**src/rtl/mem_access_stage.sv**
```systemverilog
// MEM-stage data-memory access unit.
// Converts load/store controls into a registered req/ack bus transaction,
// stalls the pipeline while the access is outstanding, aligns and extends
// load data into RD, and flags misaligned accesses and bus timeouts.
module mem_access_stage #(
    parameter int TIMEOUT = 255
) (
    input  logic        clk,
    input  logic        rst,
    input  logic        MemReadM,
    input  logic        MemWriteM,
    input  logic [1:0]  MemSizeM,
    input  logic        MemSignedM,
    input  logic [31:0] ALUOutM,
    input  logic [31:0] WriteDataM,
    output logic [31:0] RD,
    output logic        StallM,
    output logic        MisalignM,
    output logic        BusErrM,
    output logic        mem_req,
    output logic        mem_we,
    output logic [29:0] mem_addr,
    output logic [31:0] mem_wdata,
    output logic [3:0]  mem_be,
    input  logic [31:0] mem_rdata,
    input  logic        mem_ack
);

    typedef enum logic [1:0] {IDLE, BUSY, DONE} state_t;

    state_t      state, state_d;
    logic [7:0]  cnt;
    logic [1:0]  size_p1;
    logic [1:0]  off_p1;
    logic        sgn_p1;
    logic        req_any, misaligned, access;
    logic        start, ack_hit, tmo_hit;

    // Half accesses need an even address, word (and size 11) a 4-byte aligned one.
    function automatic logic is_misaligned(input logic [1:0] size, input logic [1:0] a);
        case (size)
            2'b00:   return 1'b0;
            2'b01:   return a[0];
            default: return a != 2'b00;
        endcase
    endfunction

    // Byte-enable lanes for the addressed bytes.
    function automatic logic [3:0] lane_be(input logic [1:0] size, input logic [1:0] a);
        case (size)
            2'b00:   return 4'b0001 << a;
            2'b01:   return a[1] ? 4'b1100 : 4'b0011;
            default: return 4'b1111;
        endcase
    endfunction

    // Replicate narrow store data across all lanes so any byte-enable picks it up.
    function automatic logic [31:0] lane_wdata(input logic [1:0] size, input logic [31:0] d);
        case (size)
            2'b00:   return {4{d[7:0]}};
            2'b01:   return {2{d[15:0]}};
            default: return d;
        endcase
    endfunction

    // Pick the addressed byte/half out of the bus word and sign- or zero-extend it.
    function automatic logic [31:0] load_align(input logic [1:0]  size,
                                               input logic        sgn,
                                               input logic [1:0]  a,
                                               input logic [31:0] rdata);
        logic signed [7:0]  b;
        logic signed [15:0] h;
        b = rdata[{a, 3'b000} +: 8];
        h = a[1] ? rdata[31:16] : rdata[15:0];
        case (size)
            2'b00:   return sgn ? 32'(b) : {24'd0, b};
            2'b01:   return sgn ? 32'(h) : {16'd0, h};
            default: return rdata;
        endcase
    endfunction

    assign req_any    = MemReadM | MemWriteM;
    assign misaligned = is_misaligned(MemSizeM, ALUOutM[1:0]);
    assign access     = req_any & ~misaligned;

    // Stall while launching or waiting; DONE lets the pipeline advance once.
    assign StallM    = ~rst & (((state == IDLE) & access) | (state == BUSY));
    assign MisalignM = (state == IDLE) & req_any & misaligned;

    // State register.
    always_ff @(posedge clk or posedge rst) begin
        if (rst) state <= IDLE;
        else     state <= state_d;
    end

    // Next-state logic and transaction strobes; an ack beats the timeout.
    always_comb begin
        state_d = state;
        start   = 1'b0;
        ack_hit = 1'b0;
        tmo_hit = 1'b0;
        case (state)
            IDLE: begin
                if (access) begin
                    start   = 1'b1;
                    state_d = BUSY;
                end
            end
            BUSY: begin
                if (mem_ack) begin
                    ack_hit = 1'b1;
                    state_d = DONE;
                end else if (cnt == 8'(TIMEOUT - 1)) begin
                    tmo_hit = 1'b1;
                    state_d = DONE;
                end
            end
            DONE:    state_d = IDLE;
            default: state_d = IDLE;
        endcase
    end

    // Timeout counter: counts BUSY cycles, held at zero elsewhere.
    always_ff @(posedge clk or posedge rst) begin
        if (rst)                 cnt <= 8'd0;
        else if (state == BUSY)  cnt <= cnt + 8'd1;
        else                     cnt <= 8'd0;
    end

    // Bus request fields are captured at launch and held stable until the response.
    always_ff @(posedge clk or posedge rst) begin
        if (rst) begin
            mem_req   <= 1'b0;
            mem_we    <= 1'b0;
            mem_addr  <= 30'd0;
            mem_wdata <= 32'd0;
            mem_be    <= 4'd0;
            size_p1   <= 2'd0;
            off_p1    <= 2'd0;
            sgn_p1    <= 1'b0;
        end else if (start) begin
            mem_req   <= 1'b1;
            mem_we    <= MemWriteM;
            mem_addr  <= ALUOutM[31:2];
            mem_wdata <= lane_wdata(MemSizeM, WriteDataM);
            mem_be    <= lane_be(MemSizeM, ALUOutM[1:0]);
            size_p1   <= MemSizeM;
            off_p1    <= ALUOutM[1:0];
            sgn_p1    <= MemSignedM;
        end else if (ack_hit | tmo_hit) begin
            mem_req   <= 1'b0;
        end
    end

    // Load result and one-cycle timeout pulse; stores leave RD untouched.
    always_ff @(posedge clk or posedge rst) begin
        if (rst) begin
            RD      <= 32'd0;
            BusErrM <= 1'b0;
        end else begin
            BusErrM <= tmo_hit;
            if (ack_hit & ~mem_we)
                RD <= load_align(size_p1, sgn_p1, off_p1, mem_rdata);
            else if (tmo_hit)
                RD <= 32'd0;
        end
    end

endmodule
```
**config.mk**
```make
export PLATFORM = sky130hd
export DESIGN_NAME = mem_access_stage
export DESIGN_NICKNAME = d
export VERILOG_FILES = /design/src/rtl/mem_access_stage.sv
export SDC_FILE = /design/constraint.sdc
export NUM_CORES = 1
export LEC_CHECK = 0
export ABC_AREA = 1
export BUFFER_PORTS_ARGS = -buffer_cell sky130_fd_sc_hd__buf_2
export CAP_MARGIN = 20
export CORE_MARGIN = 8
export CORE_UTILIZATION = 40
export DETAILED_ROUTE_END_ITERATION = 10
export PLACE_DENSITY = 0.67
export SYNTH_ARGS = -nofsm -noshare
export SYNTH_HDL_FRONTEND = slang
export SYNTH_SLANG_ARGS = --single-unit
export TNS_END_PERCENT = 20
```
**constraint.sdc**
```tcl
create_clock -name clk -period 8 [get_ports clk]
set_input_delay 0.8 -clock clk [delete_from_list [all_inputs] [get_ports clk]]
set_output_delay 0.8 -clock clk [all_outputs]
set_load 0.03 [all_outputs]
```
* Word level (Yosys, flattened, before mapping)
Cells that the tools add are included.
Word-level totals: flip-flop bits (word level) 116, bits in latches 0, RAM bits 0, ROM bits 0, word-level logic and storage cells 64, memories 0
Cells by class: add/sub/neg operators 1, $mul 0, div/mod/pow operators 0, $lt $le $gt $ge 0, eq/ne operators 6, shift-type cells 2, muxes and demuxes 24, bitwise operators 12, reduce and logical (&&, ||, !) cells 7
Operator list (number):
- $mux 32 | 4
- $pmux 32 s2 | 2
- $shiftx 32x6->8 | 1
- $mux 16 | 1
- $mux 1 | 9
- $add 8x1->8 const B | 1
- $eq 8x8->1 const B | 1
- $mux 8 | 1
- $pmux 4 s2 | 1
- $and 1x1->1 | 6
- $eq 2x1->1 const B | 3
- $logic_not 2->1 | 3
- $mux 2 | 3
- $reduce_bool 2->1 | 3
- $mux 4 | 1
- $pmux 2 s2 | 1
- $shl 1x2->4 const A | 1
- $ne 3x2->1 const B | 1
- $not 1->1 | 3
- $or 1x1->1 | 3
- $ne 2x2->1 const B | 1
- $pmux 1 s2 | 1
- $reduce_and 2->1 | 1

* Logic depth before layout (Yosys ltp)
Gate-level depths: netlist of run 1.
word-level depth 7, gate-level depth with buffers 11

* Worst setup path before layout of run 1
Ideal clock, no wire load.
path type in2out, start input MemSizeM[1], end output StallM, arrival time 2050 ps, required time 7200 ps, slack 5150 ps, stages 6, path buffers 3, path through buf_2 o21ai_1 nand2_1 buf_2 buf_2 a21oi_1
On the way: word-level cells in the longest chain between the ends 7
Ends and longest elaborated chain:
- start, declared | line 12 | input logic [1:0] MemSizeM,
- $eq 2x1->1 / $logic_not 2->1 (equally long branches) | line 41 | case (size)
- $pmux 1 s2 * | line 41
- $not 1->1 * | line 84 | assign access = req_any & ~misaligned;
- $and 1x1->1 * | line 84
- $and 1x1->1 * | line 87 | assign StallM = ~rst & (((state == IDLE) & access) | (state == BUSY));
- $or 1x1->1 * | line 87
- $and 1x1->1 * | line 87
- end, declared | line 17 | output logic StallM,
Mark *: on every way between the ends. The rest lies on a longest branch, timed or not.

* Worst setup path in the final report of run 1
Ends and elaborated chain as after synthesis.

==> results of run 1 <==
## flip-flops by register name, indices dropped and copies added (netlist names)
name,cells
cnt,8
mem_be,4
mem_addr,30
sgn_p1,1
mem_we,1
mem_req,1
RD,32
size_p1,2
state,2
off_p1,2
mem_wdata,32
BusErrM,1
## stage by stage
stage	total power [W]	area (um2)	instances	setup WS [ns]
after global routing	0.00357	7220	1091	4.82
after global placement	0.00252	6570	1058	4.44
after CTS	0.00336	7200	1090	4.83
final	0.00333	7220	1092	5.00
after floorplan	0.00209	5520	708	4.13
after detailed placement	0.00254	6570	1058	4.40
## cell usage after synthesis (all sizes together) (2+ instances only)
master	n
a21oi	43
buf	24
clkbuf	15
dfrtp	116
ha	2
inv	31
nand2	297
nand3	73
nor2	47
nor3	2
o21a	6
o21ai	46
or2	2
## final cells by class
type	count	area (um2)	area share, %
flip-flops and latches	116	2900	40.2
multi-input cells	521	2260	31.4
repair buffers	210	1070	14.9
clock buffers	20	447	6.19
well taps	180	225	3.12
clock inverters	12	180	2.50
inverters	32	124	1.72
diodes	1	2.50	0.0347
## worst max-delay path: cells and delay by family
kind	cells	cell delay, ns
compound gates	2	0.19
buf+inv	2	0.60
simple gates	3	0.59
## kinds of logic after synthesis
kind of cell,after synthesis
buffers and inverters,71
flip-flops,116
AO/OA/AOI/OAI,96
adder cells (fa/ha/maj),2
AND/OR/NAND/NOR,423
## power groups by stage
| stage | logic [W] | clock network (W) | registers, W |
|---|---|---|---|
| finish | 0.00149 | 0.000810 | 0.00103 |
| global route | 0.00164 | 0.000855 | 0.00107 |
| CTS | 0.00150 | 0.000825 | 0.00104 |
| detailed placement | 0.00150 | 0 | 0.00104 |
| global placement | 0.00148 | 0 | 0.00104 |
| floorplan | 0.000611 | 0 | 0.00148 |
## how the worst max path moves through the flow
| stage | start | cells past startpoint | to |
|---|---|---|---|
| final | MemSizeM[1] | 7 | StallM |
| after global routing | MemSizeM[1] | 7 | StallM |
| after CTS | MemSizeM[1] | 9 | size_p1[1] |
| after detailed placement | MemSizeM[1] | 9 | size_p1[1] |
| after global placement | MemSizeM[1] | 9 | size_p1[1] |
| after floorplan | rst | 1 | BusErrM |
## metal layers
layer,share of wire (%),global-route usage (%)
met1,43,24.0
met2,46,29.9
met3,10,9.15
met4,0.96,5.61
met5,0.071,0
==> results by group, run 1 <==
Yosys
  – Unique masters post-synth: 28
  – Seq/Total Area, Yosys: 52.6%
  – Synthesized area per cell: 7.79 um2
  – Synth Area in Simple Gates: 31.5%
  – Synth Area in Compound Gates: around 9%
  – Post-synth top flop: dfrtp_1
  – Yosys top cell area share: between 50 and 60%
  – Yosys reg bits: 116
  – Post-synth EDFFs: 0
  – Largest cells by area after synthesis: dfrtp_1 53%, nand2_1 20%, nand3_1 6.6%
  – Adder-Cell Fraction of Synth Area: less than 1%
  – Synth warn: 0
  – Ys async rst share: between 90% and 100%
  – Post-Syn Instances: 708
  – Netlist Area Pre-Place: 5520 um2
  – Post-synth top area cell: dfrtp_1
  – Largest family of logic cells by synthesized area: simple AND/OR/NAND/NOR gates
  – Mux cell area share after synthesis: 0%
  – Post-Syn Nets: 814
  – XOR/XNOR Fraction of Synth Area: 0%

Final layout
  – Share of cells above drive strength 1: 28.1%
  – Most common cell after layout, fill and taps aside: nand2_1
  – Final net count: 1,004
  – Final Util: between 50% and 60%
  – Layout fillers: 1,394
  – Commonest non-fill, non-tap cells in the layout: 292 x nand2_1, 206 x buf_2, 116 x dfrtp_1, 73 x nand3_1, 45 x o21ai_0
  – P&R area growth vs syn: 30.9%

Worst setup path
  – Crit path DAT: 2.20 ns
  – R2R depth: 9
  – CP peak stage delay: just over 0.4 ns
  – Crit-path cells: buf_2, nand2_1, nand2_1, o21ai_1, nand2_2, a21oi_1, buf_2
  – Worst Setup Path Type: in2out
  – CP required: 7.20 ns
  – CP Launch Type: input pin
  – Critical path endpoint category: output pin
  – Reg2Reg Setup Slack: 5.48 ns
  – Crit-path max FO: 31
  – Critical path's slowest cell: nand2_2
  – Reg2reg end: RD[28]
  – RR Startpoint: size_p1[1]

Routing
  – Post-detailed-route wirelength per cell: 15.6 um
  – Final WL: about 17 mm
  – Via/cell ratio: 4.88
  – Initial DRC count: 447
  – Via count: 5,333
  – Final ANT Viol Nets: 0
  – DR DRC count: 0
  – Pre-antenna DRT Iters: 5

Pwr
  – Sequential share of power: between 30 and 40%
  – Switching power: 0.00153 W
  – Leak: 4.02 nW
  – Power per cell area: 461 nW/um2
  – Worst VDD drop: 229 uV
  – Clock power share: between 20% and 30%
  – Combinational fraction of design power: 44.6%
  – Pint: about 0.0018 W
  – Switching share of total power: 45.9%

STA
  – Total negative setup slack: 0 ns
  – Measured slew at the worst slew-check pin: 0.997 ns
  – Final setup fails: 0
  – WHS: 0.456 ns
  – RSZ-0062 raised after global routing: no
  – Slew headroom: about a third
  – Clk_skew: 0.00898 ns
  – Slew Viols, Final: 0
  – Max Clk Rate: around 330 MHz
  – Tmin final: 3.00 ns
  – Final period utilization: 37.5%
  – Hold Fails Final Rpt: 0

CTS
  – CTS resizes: 0
  – Setup repair bufs after CTS: 0
  – Sink Count: between 100 and 150
  – H-tree levels: 4
  – Worst-Skew Late Latency: 0.41 ns
  – CTS buffer count: 17
  – Worst-path clk slew: 0.06 ns
  – CTS Hold Buffers Added: 0
  – Clk buf depth: 2
  – CTS Root Cell: clkbuf_16
  – CTS tree: built

Global route
  – Largest net degree at the start of global routing: 76
  – First-pass GRT wire length: 28.0 mm
  – Vias in the first global route: around 5,400
  – GR Util All Layers: 19.5%
  – Initial antenna violation count: 1
  – Gr ovfl total: 0

Place
  – Final HPWL from detailed placement: 12.1 mm
  – # port buffers: 206
  – Routability Congestion: 0.843

Die
  – Core ar.: 13,700 um2
  – Row count: 43
  – Die W: 133 um
  – IO Count: 207
  – DIE AREA: 17,800 um2
  – Starting density of the core: 40.4%
  – Die height: 133 um

Hold path
  – Hold crit path type: in2async

Job
  – Max-Cap Viols: 0

Status
  – Status: finished clean
Note: power is estimated with default switching activity, not from simulation.
==> run 2, diff against run 1 <==
==> constraint.sdc (replaced) <==
create_clock -name clk -period 2.9 [get_ports clk]
set_input_delay 0.29 -clock clk [delete_from_list [all_inputs] [get_ports clk]]
set_output_delay 0.29 -clock clk [all_outputs]
set_load 0.03 [all_outputs]
==> results by group, run 2 (synthesis gave the netlist of run 1 again) <==
Final layout
  – Final net count: 1,007 (+0.30%)
  – Layout fillers: 1,399 (+0.36%)
  – Most common cell after layout, fill and taps aside: nand2_1
  – Top flop regs: RD: 32 flops, mem_wdata: 32 flops, mem_addr: 30 flops
  – FF/Latch Area: 2900 um2 (unchanged)
  – Area of the multi-input gates: 2260 um2 (unchanged)
  – Commonest non-fill, non-tap cells in the layout: 292 x nand2_1, 206 x buf_2, 116 x dfrtp_1, 73 x nand3_1, 45 x o21ai_0
  – P&R area growth vs syn: 31.1%
  – Antenna cells: 0 (-1)
  – Share of cells above drive strength 1: 28.3% (+0.19 points)

Routing
  – Via/cell ratio: 4.87 (-0.21%)
  – Post-detailed-route wirelength per cell: 15.4 um (-1.4%)
  – Pre-antenna DRT Iters: 5 (unchanged)
  – Final ANT Viol Nets: 0 (unchanged)
  – Final WL: 16.8 mm (-1.4%)
  – DR DRC count: 0 (unchanged)
  – Initial DRC count: 363 (-19%)
  – Via count: 5,322 (-0.21%)

Place
  – # port buffers: 206 (unchanged)
  – Final HPWL from detailed placement: 12.1 mm (+0.33%)
  – Routability Congestion: 0.858 (+1.8%)

STA
  – Hold Fails Final Rpt: 0 (unchanged)
  – Measured slew at the worst slew-check pin: 0.942 ns (-0.0549 ns)
  – Slew Viols, Final: 0 (unchanged)
  – Max Clk Rate: a little under 500 MHz
  – RSZ-0062 raised after global routing: no
  – Slew headroom: 37.2% (+3.8 points)
  – Final setup fails: 0 (unchanged)
  – WHS: 0.0414 ns (-0.415 ns)
  – Total negative setup slack: 0 ns (unchanged)
  – Final period utilization: 71.5%
  – Tmin final: roughly 2.1 ns
  – Clk_skew: 0.00864 ns (-0.000338 ns)

Worst setup path
  – Worst Setup Path Type: reg2out
  – Crit-path max FO: 76 (+150%)
  – Reg2reg end: RD[27]
  – RR Startpoint: off_p1[1]
  – CP Launch Type: flip-flop
  – CP peak stage delay: 0.41 ns (about the same)
  – CP Buf/Inv Count: 2 (unchanged)
  – CP required: 2.61 ns (-4.59 ns)
  – Critical path endpoint category: output pin
  – Reg2Reg Setup Slack: 1.01 ns (-4.47 ns)
  – CP delay by family, top: buffers and inverters
  – Crit-path cells: nor3_1, nand2_2, buf_12, a21oi_1, buf_2
  – Critical path's slowest cell: dfrtp_1
  – R2R depth: 9 (unchanged)
  – Crit path DAT: 1.78 ns (-0.42 ns)
  – Worst setup path start: state[1]

Die
  – Die height: 133 um (unchanged)
  – Row count: 43 (unchanged)
  – Die W: 133 um (unchanged)
  – Core ar.: 13,700 um2 (unchanged)
  – DIE AREA: 17,800 um2 (unchanged)
  – Starting density of the core: 40.4% (unchanged)
  – IO Count: 207 (unchanged)

CTS
  – CTS tree: built
  – Worst-path clk slew: 0.05 ns (about the same)
  – CTS Hold Buffers Added: 0 (unchanged)
  – Sink Count: 116 (unchanged)
  – CTS resizes: 0 (unchanged)
  – CTS Root Cell: clkbuf_16
  – Worst-Skew Late Latency: 0.41 ns (about the same)
  – Setup repair bufs after CTS: 0 (unchanged)
  – H-tree levels: 4 (unchanged)
  – Clk buf depth: 2 (unchanged)
  – CTS buffer count: 17 (unchanged)

Pwr
  – Pint: 0.00497 W (+180%)
  – Clock power share: 23.6% (-0.7 points)
  – Combinational fraction of design power: 45.8% (+1.2 points)
  – Leak: 4.04 nW (+0.52%)
  – Sequential share of power: 30.7% (-0.4 points)
  – Switching share of total power: 45.5% (-0.38 points)
  – Power per cell area: 1260 nW/um2 (+170%)
  – Switching power: 0.00415 W (+170%)
  – Worst VDD drop: 570 uV (+150%)

Global route
  – Initial antenna violation count: 2 (+1)
  – Gr ovfl total: 0 (unchanged)
  – Vias in the first global route: 5,406 (-0.26%)
  – GR Util All Layers: 19.3% (-0.24 points)
  – First-pass GRT wire length: 27.6 mm (-1.2%)
  – Largest net degree at the start of global routing: 77 (+1.3%)

Hold path
  – Hold crit path type: in2async

Status
  – Status: finished clean

Job
  – Max-Cap Viols: 0 (unchanged)
==> run 2: cell types whose count changed in the layout (fill, tap and decap cells not counted), sizes merged <==
cell,change
diode,-1
clkinvlp,-2
clkinv,+2
inv,-1
clkbuf,-1
buf,+3
==> run 2: worst max-delay path by stage <==
stage / to / slack, ns / cells past startpoint
2_1_floorplan: StallM / 1.07 / 6
3_3_place_gp: StallM / 0.95 / 8
3_5_place_dp: StallM / 0.91 / 8
4_1_cts: StallM / 0.80 / 5
5_1_grt: StallM / 0.68 / 5
6_report: StallM / 0.83 / 5
==> run 2: per-stage QoR <==
step / worst slack (ns) / cells / util [%] / cell area [um2] / total power [W]
floorplan: 1.07 / 708 / - / 5520 / 0.00577
global placement: 0.946 / 1062 / 48.5 / 6630 / 0.00699
detailed placement: 0.914 / 1062 / 48.5 / 6630 / 0.00704
CTS: 0.802 / 1092 / 52.9 / 7230 / 0.00924
global route: 0.683 / 1092 / 52.9 / 7230 / 0.00977
finish: 0.828 / 1092 / 52.9 / 7230 / 0.00913
==> run 2: area by class of cell <==
class | instances | share of cell area (%)
multi-input combinational | 521 | 31.3
clock inverter | 11 | 2.22
sequential | 116 | 40.2
tap | 180 | 3.12
timing repair buffer | 213 | 15.3
inverter | 32 | 1.73
clock buffer | 19 | 6.13
==> run 2: metal layers <==
metal / track usage, % / wire (um)
met5: 0 / 23
met4: 5.86 / 175
met3: 7.72 / 1690
met2: 29.9 / 7660
met1: 24.1 / 7230
==> run 2: power groups by stage <==
stage / logic, W / registers (W) / clock network, W
final: 0.00418 / 0.00280 / 0.00215
after global routing: 0.00459 / 0.00289 / 0.00228
after CTS: 0.00423 / 0.00281 / 0.00220
after detailed placement: 0.00424 / 0.00280 / 0
after global placement: 0.00418 / 0.00281 / 0
after floorplan: 0.00169 / 0.00408 / 0
==> run 2: worst min-delay path: cells and delay by family <==
kind	cells	cell delay [ns]
buf+inv	3	0.61
==> run 3, diff against run 2 <==
--- a/config.mk
+++ b/config.mk
@@ -5,13 +5,13 @@
 export SDC_FILE = /design/constraint.sdc
 export NUM_CORES = 1
 export LEC_CHECK = 0
-export ABC_AREA = 1
+export ABC_AREA = 0
 export BUFFER_PORTS_ARGS = -buffer_cell sky130_fd_sc_hd__buf_2
 export CAP_MARGIN = 20
 export CORE_MARGIN = 8
 export CORE_UTILIZATION = 40
 export DETAILED_ROUTE_END_ITERATION = 10
-export PLACE_DENSITY = 0.67
+export PLACE_DENSITY = 0.7
 export SYNTH_ARGS = -nofsm -noshare
 export SYNTH_HDL_FRONTEND = slang
 export SYNTH_SLANG_ARGS = --single-unit
==> constraint.sdc (replaced) <==
create_clock -name clk -period 1.7 [get_ports clk]
set_input_delay 0.17 -clock clk [delete_from_list [all_inputs] [get_ports clk]]
set_output_delay 0.17 -clock clk [all_outputs]
set_load 0.03 [all_outputs]
==> results by group, run 3 <==
Status
  – Status: finished with violations
  – Failing checks: setup timing

STA
  – Total negative setup slack: -0.0984 ns (-0.0984 ns)
  – Measured slew at the worst slew-check pin: 0.505 ns (-0.437 ns)
  – WHS: 0.0268 ns (-0.0146 ns)
  – Final period utilization: 104%
  – Max Clk Rate: 568 MHz
  – Slew headroom: 66.2% (+29 points)
  – RSZ-0062 raised after global routing: yes
  – Tmin final: 1.76 ns
  – Final setup fails: 3 (+3)
  – Slew Viols, Final: 0 (unchanged)
  – Final WS setup: -0.0604 ns (-0.888 ns)
  – Hold Fails Final Rpt: 0 (unchanged)
  – Clk_skew: 0.00493 ns (-0.00371 ns)

Final layout
  – Layout fillers: 1,103 (-21%)
  – Commonest non-fill, non-tap cells in the layout: 204 x buf_2, 116 x dfrtp_1, 45 x mux2_2, 40 x nand2_1, 40 x o21ai_0
  – Final net count: 826 (-18%)
  – P&R area growth vs syn: 49.9%
  – Share of cells above drive strength 1: 48.1% (+20 points)
  – Most common cell after layout, fill and taps aside: buf_2
  – Final Util: 60.4% (+7.5 points)
  – Antenna cells: 0 (unchanged)
  – Top flop regs: RD: 32 flops, mem_wdata: 32 flops, mem_addr: 30 flops

Yosys
  – Post-synth EDFFs: 0 (unchanged)
  – Most frequent cell after synthesis: dfrtp_1
  – Synthesized area per cell: 11.7 um2 (+51%)
  – Post-synth top cells: 116 x dfrtp_1, 45 x mux2_2, 45 x o21ai_0
  – Seq/Total Area, Yosys: 55.2% (+2.6 points)
  – Synth warn: 0 (unchanged)
  – Unique masters post-synth: 41 (+46%)
  – Post-Syn Nets: 554 (-32%)
  – Post-synth top area cell: dfrtp_1
  – Post-Syn Instances: 448 (-37%)
  – Ys async rst share: 100% (unchanged)
  – Largest cells by area after synthesis: dfrtp_1 55%, mux2_2 9.6%, mux2i_1 6.7%
  – Yosys top cell area share: 55.2% (+2.6 points)
  – Yosys reg bits: 116 (unchanged)
  – Post-synth top flop: dfrtp_1
  – Netlist Area Pre-Place: 5260 um2 (-4.7%)

Global route
  – Gr ovfl total: 0 (unchanged)
  – First-pass GRT wire length: 25.7 mm (-6.8%)
  – Vias in the first global route: 4,978 (-7.9%)
  – GR Util All Layers: 19.8% (+0.53 points)
  – Largest net degree at the start of global routing: 77 (unchanged)
  – Initial antenna violation count: 3 (+1)

CTS
  – Sink Count: 116 (unchanged)
  – Clk buf depth: 2 (unchanged)
  – H-tree levels: 4 (unchanged)
  – CTS buffer count: 17 (unchanged)
  – Worst-path clk slew: 0.05 ns (about the same)
  – CTS Root Cell: clkbuf_16
  – CTS tree: built
  – Worst-Skew Late Latency: 0.41 ns (about the same)

Worst setup path
  – CP Launch Type: flip-flop
  – Reg2Reg Setup Slack: -0.06 ns (-1.07 ns)
  – CP required: 1.99 ns (-0.62 ns)
  – Crit path DAT: 2.05 ns (+0.27 ns)
  – Worst Setup Path Type: reg2reg
  – Crit-path max FO: 7 (-91%)
  – Critical path endpoint category: flip-flop

Place
  – Pre-CTS setup slack: -0.355 ns (-1.27 ns)
  – Final HPWL from detailed placement: 11.6 mm (-4.0%)
  – Routability Congestion: 0.799 (-6.8%)
  – # port buffers: 206 (unchanged)

Die
  – Row count: 42 (-2.3%)
  – Starting density of the core: 40.3% (-0.045 points)
  – IO Count: 207 (unchanged)
  – Die height: 131 um (-2.1%)
  – Core ar.: 13,000 um2 (-4.6%)
  – Die W: 131 um (-2.1%)
  – DIE AREA: 17,100 um2 (-4.2%)

Routing
  – Via count: 4,691 (-12%)
  – Final ANT Viol Nets: 0 (unchanged)
  – Initial DRC count: 347 (-4.4%)
  – Pre-antenna DRT Iters: 4 (-1)
  – Via/cell ratio: 5.17 (+6.0%)
  – Post-detailed-route wirelength per cell: 18.4 um (+20%)
  – Final WL: 16.7 mm (-0.27%)
  – DR DRC count: 0 (unchanged)

Pwr
  – Clock power share: 25.8% (+2.2 points)
  – Switching share of total power: 40.3% (-5.2 points)
  – Power per cell area: 1900 nW/um2 (+51%)
  – Switching power: 0.00605 W (+46%)
  – Leak: 3.84 nW (-4.9%)
  – Pint: 0.00895 W (+80%)
  – Combinational fraction of design power: 43.4% (-2.4 points)
  – Worst VDD drop: 1130 uV (+98%)
  – Sequential share of power: 30.8% (about the same)

Job
  – Max-Cap Viols: 0 (unchanged)

Hold path
  – Hold crit path type: in2reg
==> run 3: cell types whose count changed after synthesis, sizes merged, moves of 23 or more <==
cell,previous run,this run
inv,31,8
nor2,47,23
nand2,297,40
mux2i,0,35
nand3,73,4
mux2,0,45
==> run 3: per-layer routing <==
metal  share of wire (%)  vias up  global-route usage, %  wire length (um)
met1                  37     2293                   22.1              6260
met4                 2.1        6                   7.97               356
li1                    -     2160                      -                 -
met2                  49      196                   32.5              8280
met3                  11       36                   8.69              1800
met5                0.20        -                      0                34
==> run 3: power groups by stage <==
| stage | Combinational, W | Sequential [W] | Clock (W) |
|---|---|---|---|
| detailed placement | 0.00612 | 0.00459 | 0 |
| global route | 0.00693 | 0.00475 | 0.00405 |
| finish | 0.00650 | 0.00462 | 0.00388 |
| global placement | 0.00599 | 0.00453 | 0 |
| CTS | 0.00641 | 0.00459 | 0.00394 |
| floorplan | 0.00201 | 0.00665 | 0 |
==> run 3: repair_timing <==
item | 4_1_cts | 5_1_grt
hold buffers | 34 | 0
gates resized for setup | 24 | 15
endpoints found under the hold margin | 149 | 0
buffers inserted | 7 | 5
endpoints found under the setup margin | 43 | 44
pin swaps | 11 | 17
cloned | 1 | 2
==> run 3: kinds of logic (layout without fill, tap and decap cells) <==
logic type | after synthesis | count (layout) | share of synthesized area [%]
adders and majority gates | 2 | 2 | 0.476
DFF | 116 | 116 | 55.2
buffers and inverters | 40 | 321 | 3.62
xor gates and xnor gates | 4 | 4 | 0.667
AOI/OAI and AO/OA | 108 | 108 | 14.0
and+or+nand+nor | 97 | 100 | 9.26
muxes | 81 | 81 | 16.7
==> run 3: worst max-delay path, stage by stage (launching register included) <==
cell and delay (ns):
dfrtp_1 0.40, mux4_2 0.57, a31oi_4 0.28, o21ai_1 0.11, a32o_1 0.28
==> run 3: layout make-up <==
cell class                 instances  area (um2)  area share (%)
clock buffer                      21         460            5.85
clock inverter                    10         179            2.27
inverter                           8        33.8           0.429
multi-input combinational        295        2310            29.4
sequential                       116        2900            36.9
tap                              176         220            2.80
timing repair buffer             282        1760            22.4
==> run 3: final timing paths <==
kind | endpoint | from | cells after the start
hold / removal | RD[20] | mem_rdata[20] | 2
max in group asynchronous | mem_addr[9] | rst | 4
setup / recovery | RD[11] | off_p1[1] | 4
hold reg to reg | mem_wdata[17] | mem_wdata[17] | 2
setup reg to reg | RD[11] | off_p1[1] | 4
min in group asynchronous | mem_be[0] | rst | 4
==> run 3: stage by stage <==
step                instances  power (W)  area, um2
finish                    908     0.0150       7880
CTS                       901     0.0149       7750
floorplan                 448    0.00867       5260
global placement          828     0.0105       6630
detailed placement        828     0.0107       6630
global route              908     0.0157       7880
